**config.mk**
```make
export PLATFORM = sky130hd
export DESIGN_NAME = copier_job_scheduler
export DESIGN_NICKNAME = d
export VERILOG_FILES = /design/src/rtl/copier_job_scheduler.sv
export SDC_FILE = /design/constraint.sdc
export NUM_CORES = 1
export LEC_CHECK = 0
export ABC_AREA = 1
export BUFFER_PORTS_ARGS = -buffer_cell sky130_fd_sc_hd__buf_2
export CORE_MARGIN = 2
export CORE_UTILIZATION = 58
export DETAILED_ROUTE_END_ITERATION = 10
export GPL_TIMING_DRIVEN = 0
export PLACE_DENSITY = 0.84
export SYNTH_ARGS = -nofsm -noshare
export SYNTH_HDL_FRONTEND = slang
export SYNTH_SLANG_ARGS = --single-unit
```
**constraint.sdc**
```tcl
create_clock -name clk_2 -period 3.3 [get_ports clk_2]
set_clock_uncertainty 0.15 [all_clocks]
set_input_delay 0.33 -clock clk_2 [delete_from_list [all_inputs] [get_ports clk_2]]
set_output_delay 0.33 -clock clk_2 [all_outputs]
set_load 0.005 [all_outputs]
```
**src/rtl/copier_job_scheduler.sv**
```systemverilog
// Round-robin scheduler sharing one copier engine between NREQ requesters, with fault pause and watchdog abort.
// Optional per-requester page quota when COPY_QUOTA_EN is defined (adds the quota_empty output).
module copier_job_scheduler #(
  parameter int NREQ        = 2,
  parameter int QBITS       = 2,
  parameter int TIMEOUT_CYC = 64,
  parameter int QUOTA       = 7
) (
  input  logic                  clk_2,
  input  logic                  reset,
  input  logic [NREQ-1:0]       req,
  input  logic [NREQ*QBITS-1:0] req_qty,
  output logic [NREQ-1:0]       grant,
  output logic [NREQ-1:0]       ack,
  output logic                  ack_err,
  output logic                  cop_start,
  output logic [QBITS-1:0]      cop_qty,
  output logic                  cop_abort,
  input  logic                  cop_done,
  input  logic                  cop_fault,
  output logic                  timeout_flag,
  output logic [7:0]            pages_total,
  output logic [2:0]            state_code
`ifdef COPY_QUOTA_EN
  ,
  output logic [NREQ-1:0]       quota_empty
`endif
);

  localparam int IW = (NREQ > 1) ? $clog2(NREQ) : 1;
  localparam int WW = (TIMEOUT_CYC > 1) ? $clog2(TIMEOUT_CYC) : 1;

  typedef enum logic [2:0] {
    IDLE   = 3'd0,
    ISSUE  = 3'd1,
    WAIT   = 3'd2,
    PAUSED = 3'd3,
    DONE   = 3'd4
  } state_t;

  state_t           state;
  logic [IW-1:0]    rr_ptr;
  logic [IW-1:0]    idx_reg;
  logic [QBITS-1:0] qty_reg;
  logic             err_reg;
  logic [WW-1:0]    watchdog;

  logic [QBITS-1:0] qty_arr [NREQ];
  logic [NREQ-1:0]  elig;
  logic [IW-1:0]    winner;
  logic [IW-1:0]    rr_next;
  logic             found;
  logic [8:0]       pages_sum;
  logic [7:0]       pages_sat;

`ifdef COPY_QUOTA_EN
  localparam int RW = $clog2(QUOTA + 1);
  localparam int CW = RW + QBITS;
  logic [RW-1:0] remaining [NREQ];
`endif

  genvar gi;
  generate
    for (gi = 0; gi < NREQ; gi++) begin : g_elig
      assign qty_arr[gi] = req_qty[gi*QBITS +: QBITS];
`ifdef COPY_QUOTA_EN
      assign elig[gi] = req[gi] && (qty_arr[gi] != '0) &&
                        (CW'(qty_arr[gi]) <= CW'(remaining[gi]));
`else
      assign elig[gi] = req[gi] && (qty_arr[gi] != '0);
`endif
    end
  endgenerate

  // Search starts at the round-robin pointer and wraps modulo NREQ.
  always_comb begin
    winner = '0;
    found  = 1'b0;
    for (int k = 0; k < NREQ; k++) begin
      int c;
      logic [IW-1:0] cand;
      c = int'(rr_ptr) + k;
      if (c >= NREQ) c = c - NREQ;
      cand = IW'(c);
      if (!found && elig[cand]) begin
        winner = cand;
        found  = 1'b1;
      end
    end
  end

  always_comb begin
    if (int'(winner) == NREQ - 1) rr_next = '0;
    else                          rr_next = winner + 1'b1;
  end

  assign pages_sum  = {1'b0, pages_total} + 9'(qty_reg);
  assign pages_sat  = pages_sum[8] ? 8'hFF : pages_sum[7:0];
  assign state_code = state;

  always_ff @(posedge clk_2) begin
    if (reset) begin
      state        <= IDLE;
      rr_ptr       <= '0;
      idx_reg      <= '0;
      qty_reg      <= '0;
      err_reg      <= 1'b0;
      watchdog     <= '0;
      grant        <= '0;
      ack          <= '0;
      ack_err      <= 1'b0;
      cop_start    <= 1'b0;
      cop_qty      <= '0;
      cop_abort    <= 1'b0;
      timeout_flag <= 1'b0;
      pages_total  <= '0;
    end else begin
      cop_start <= 1'b0;
      cop_abort <= 1'b0;
      ack       <= '0;
      ack_err   <= 1'b0;
      case (state)
        IDLE: begin
          if (found) begin
            idx_reg <= winner;
            qty_reg <= qty_arr[winner];
            err_reg <= 1'b0;
            grant   <= NREQ'(1) << winner;
            rr_ptr  <= rr_next;
            state   <= ISSUE;
          end
        end
        ISSUE: begin
          cop_start <= 1'b1;
          cop_qty   <= qty_reg;
          watchdog  <= '0;
          state     <= WAIT;
        end
        WAIT: begin
          // Completion beats both a fault and a simultaneous watchdog expiry.
          if (cop_done) begin
            pages_total <= pages_sat;
            state       <= DONE;
          end else if (cop_fault) begin
            state <= PAUSED;
          end else if (watchdog == WW'(TIMEOUT_CYC - 1)) begin
            cop_abort    <= 1'b1;
            timeout_flag <= 1'b1;
            err_reg      <= 1'b1;
            state        <= DONE;
          end else begin
            watchdog <= watchdog + 1'b1;
          end
        end
        PAUSED: begin
          if (cop_done) begin
            pages_total <= pages_sat;
            state       <= DONE;
          end else if (!cop_fault) begin
            state <= WAIT;
          end
        end
        DONE: begin
          ack     <= grant;
          ack_err <= err_reg;
          grant   <= '0;
          state   <= IDLE;
        end
        default: state <= IDLE;
      endcase
    end
  end

`ifdef COPY_QUOTA_EN
  // Only successful jobs are charged against the requester's quota.
  generate
    for (gi = 0; gi < NREQ; gi++) begin : g_quota
      always_ff @(posedge clk_2) begin
        if (reset) begin
          remaining[gi]   <= RW'(QUOTA);
          quota_empty[gi] <= 1'b0;
        end else if (state == DONE && !err_reg && idx_reg == IW'(gi)) begin
          remaining[gi]   <= remaining[gi] - RW'(qty_reg);
          quota_empty[gi] <= (remaining[gi] == RW'(qty_reg));
        end
      end
    end
  endgenerate
`endif

endmodule

```
==> reports/results.tsv <==
stage	metric	value	unit
outcome	status	complete, no violations	
layout	max reg flops	8	
logic_synthesis	top cells by area, synth	dfxtp_1 (40%), nand2_1 (12%), inv_1 (8.1%)	
logic_synthesis	Syn Area/Cell	6.99	sq um
timing	Pins Over Slew Limit	0	
setup_path	crit-path cells	ha_1, inv_1, fa_1, inv_1, nand4_1, nand2_1, inv_1, a21oi_1	
timing	final worst-path setup slack	1.51	ns
layout	layout overhead on the synthesized area	17.8	%
hold_path	Hold WC Path Type	primary input to register	
drt	vias per cell	5.11	
setup_path	Critical Path Max Stage Delay	0.40	ns
timing	setup violators final	0	
timing	Slew headroom	0.660	
logic_synthesis	Post-synth EDFFs	0	
floorplanning	die width	55.5	microns
pwr	Pwr Density	552	nW/um^2
logic_synthesis	top cell type by total area after synthesis	dfxtp_1	
grt	first-pass GRT wire length	5350	microns
timing	Max Freq	558	MHz
drt	drt total wl	3180	microns
logic_synthesis	post-synthesis register bit count	31	
logic_synthesis	Synth top area share	0.404	
clocking	Root Buffer	clkbuf_4	
layout	Finished Cell Area	1810	sq um
floorplanning	Starting Density	0.615	
setup_path	crit path DAT	1.90	ns
run	MaxCap Viol Count	0	
placed_design	IO Port Bufs	30	
clocking	Worst-Skew Late Latency	0.34	ns
placed_design	Place WS	1.57	ns
floorplanning	Die Footprint	3080	sq um
clocking	CTS tree	done	
floorplanning	row cnt	18	
drt	antenna viol nets, final	0	
pwr	Worst VDD drop	0.413	mV
timing	Final Hold Vio Count	0	
logic_synthesis	Netlist cell types	26	
placed_design	Post-DP HPWL	2400	microns
clocking	clock sinks	31	
drt	DRC violations left	0	
setup_path	CP endpoint kind	register	
logic_synthesis	syn_nets	234	
grt	Overflow after GRT	0	
setup_path	WP buf/inv	3	
placed_design	Post-DP Area	1730	sq um
setup_path	CP max FO	3	
clocking	Max clock buf depth	2	
drt	average routed wire per standard cell	11.0	microns
layout	largest register by flop count	pages_total	
drt	Detailed Route Iter0 Violations	43	
timing	final setup TNS	0	ns
layout	most frequent cells in the layout	nand2_1 (48), inv_1 (33), dfxtp_1 (31)	
grt	pin count of the biggest net entering global routing	11	
setup_path	CP max-delay cell	fa_1	
clocking	CTS Buf Count	5	
timing	actual slew at the worst max-slew pin	0.510	ns
layout	commonest non-fill, non-tap cell in the layout	nand2_1	
floorplanning	I/O Pins	31	
setup_path	Req. time, crit path	3.41	ns
clocking	clock slew at reported path FFs	0.10	ns
pwr	leak pwr	0.000872	uW
clocking	PostCTS Resize Cnt	0	
grt	GRT Util Overall	0.218	
layout	antenna diode count	0	
layout	share of cells above drive strength 1	0.198	
clocking	setup repair bufs after CTS	0	
placed_design	RD Place Congestion	0.804	
grt	initial antenna violation count	0	
setup_path	crit-path most repeated cell	inv_1	
setup_path	startpoint types	register	
timing	Final Cycle Share	0.543	
grt	vias in the first global route	1289	
drt	number of detailed-route iterations in the first pass	4	
logic_synthesis	ys async rst share	0	
drt	DR vias	1471	
floorplanning	CORE AREA	2500	sq um
logic_synthesis	Yosys Warn Count	0	
clocking	Hold Buf Count CTS	0	
logic_synthesis	register area share after synthesis	0.404	
layout	fillers	210	
timing	Tmin final	1.79	ns
clocking	H-tree levels	2	
logic_synthesis	Synth Instances	220	
layout	Layout Nets	271	
floorplanning	Die Y	55.5	microns
setup_path	crit path kind	register to register	
timing	RSZ-0062 raised after global routing	no	
logic_synthesis	Syn Std Cell Area	1540	sq um
logic_synthesis	Main synth FF type	dfxtp_1	
setup_path	CP delay by family, top	adder cells	
## metal layers
metal / vias up / GRT usage / wire length [microns]
met4: 0 / 0.0836 / 30
met3: 4 / 0.0632 / 183
met2: 37 / 0.359 / 1450
li1: 780 / - / -
met5: - / 0 / 0
met1: 650 / 0.268 / 1520
## report_power, final
part	internal [uW]	switching [uW]	total [uW]
Sequential	413	29.8	443
Clock	179	134	312
Combinational	86.2	158	244
## logic make-up (layout without fill, tap and decap cells)
group	Yosys count	count (layout)	synth area share
buffers and inverters	37	75	0.0928
adder cells (fa/ha/maj)	4	4	0.0374
AND/OR/NAND/NOR	112	112	0.336
AO/OA/AOI/OAI	34	34	0.119
XOR/XNOR	2	2	0.0114
flip-flops	31	31	0.404
## worst paths after layout
| path | start | end | slack, ns | cells after the start |
|---|---|---|---|---|
| max | qty_reg[0] | pages_total[7] | 1.51 | 8 |
| min | reset | pages_total[4] | 0.07 | 2 |
| max reg2reg | qty_reg[0] | pages_total[7] | 1.51 | 8 |
| min reg2reg | grant[0] | ack[0] | 0.30 | 2 |
## cell type report
class                   instances  area, sq um  area share
plain buffers                   2         11.3     0.00622
multi-input cells             152          774       0.427
clock buffers                   6         51.3      0.0283
inverters                      35          131      0.0725
flip-flops and latches         31          621       0.343
repair buffers                 30          150      0.0829
well taps                      30         37.5      0.0207
clock inverters                 2         35.0      0.0193
## cell usage after synthesis, drive strengths merged, types with 2 or more instances
| cell type | number |
|---|---|
| dfxtp | 31 |
| ha | 3 |
| inv | 35 |
| nand2 | 51 |
| o21ai | 11 |
| nand3 | 23 |
| nor3 | 2 |
| a22o | 2 |
| a21oi | 18 |
| a31oi | 2 |
| nor2 | 30 |
| nand4 | 3 |
## stage by stage
| stage | hold WS, ns | power, uW | std cells | util |
|---|---|---|---|---|
| 2_1_floorplan | 0.249 | 621 | 220 | - |
| 3_3_place_gp | 0.281 | 689 | 280 | 0.690 |
| 3_5_place_dp | 0.293 | 694 | 280 | 0.690 |
| 4_1_cts | 0.0635 | 1000 | 288 | 0.725 |
| 5_1_grt | 0.0684 | 1060 | 288 | 0.725 |
| 6_report | 0.0714 | 1000 | 288 | 0.725 |
Power figures use the tool's default switching activity.
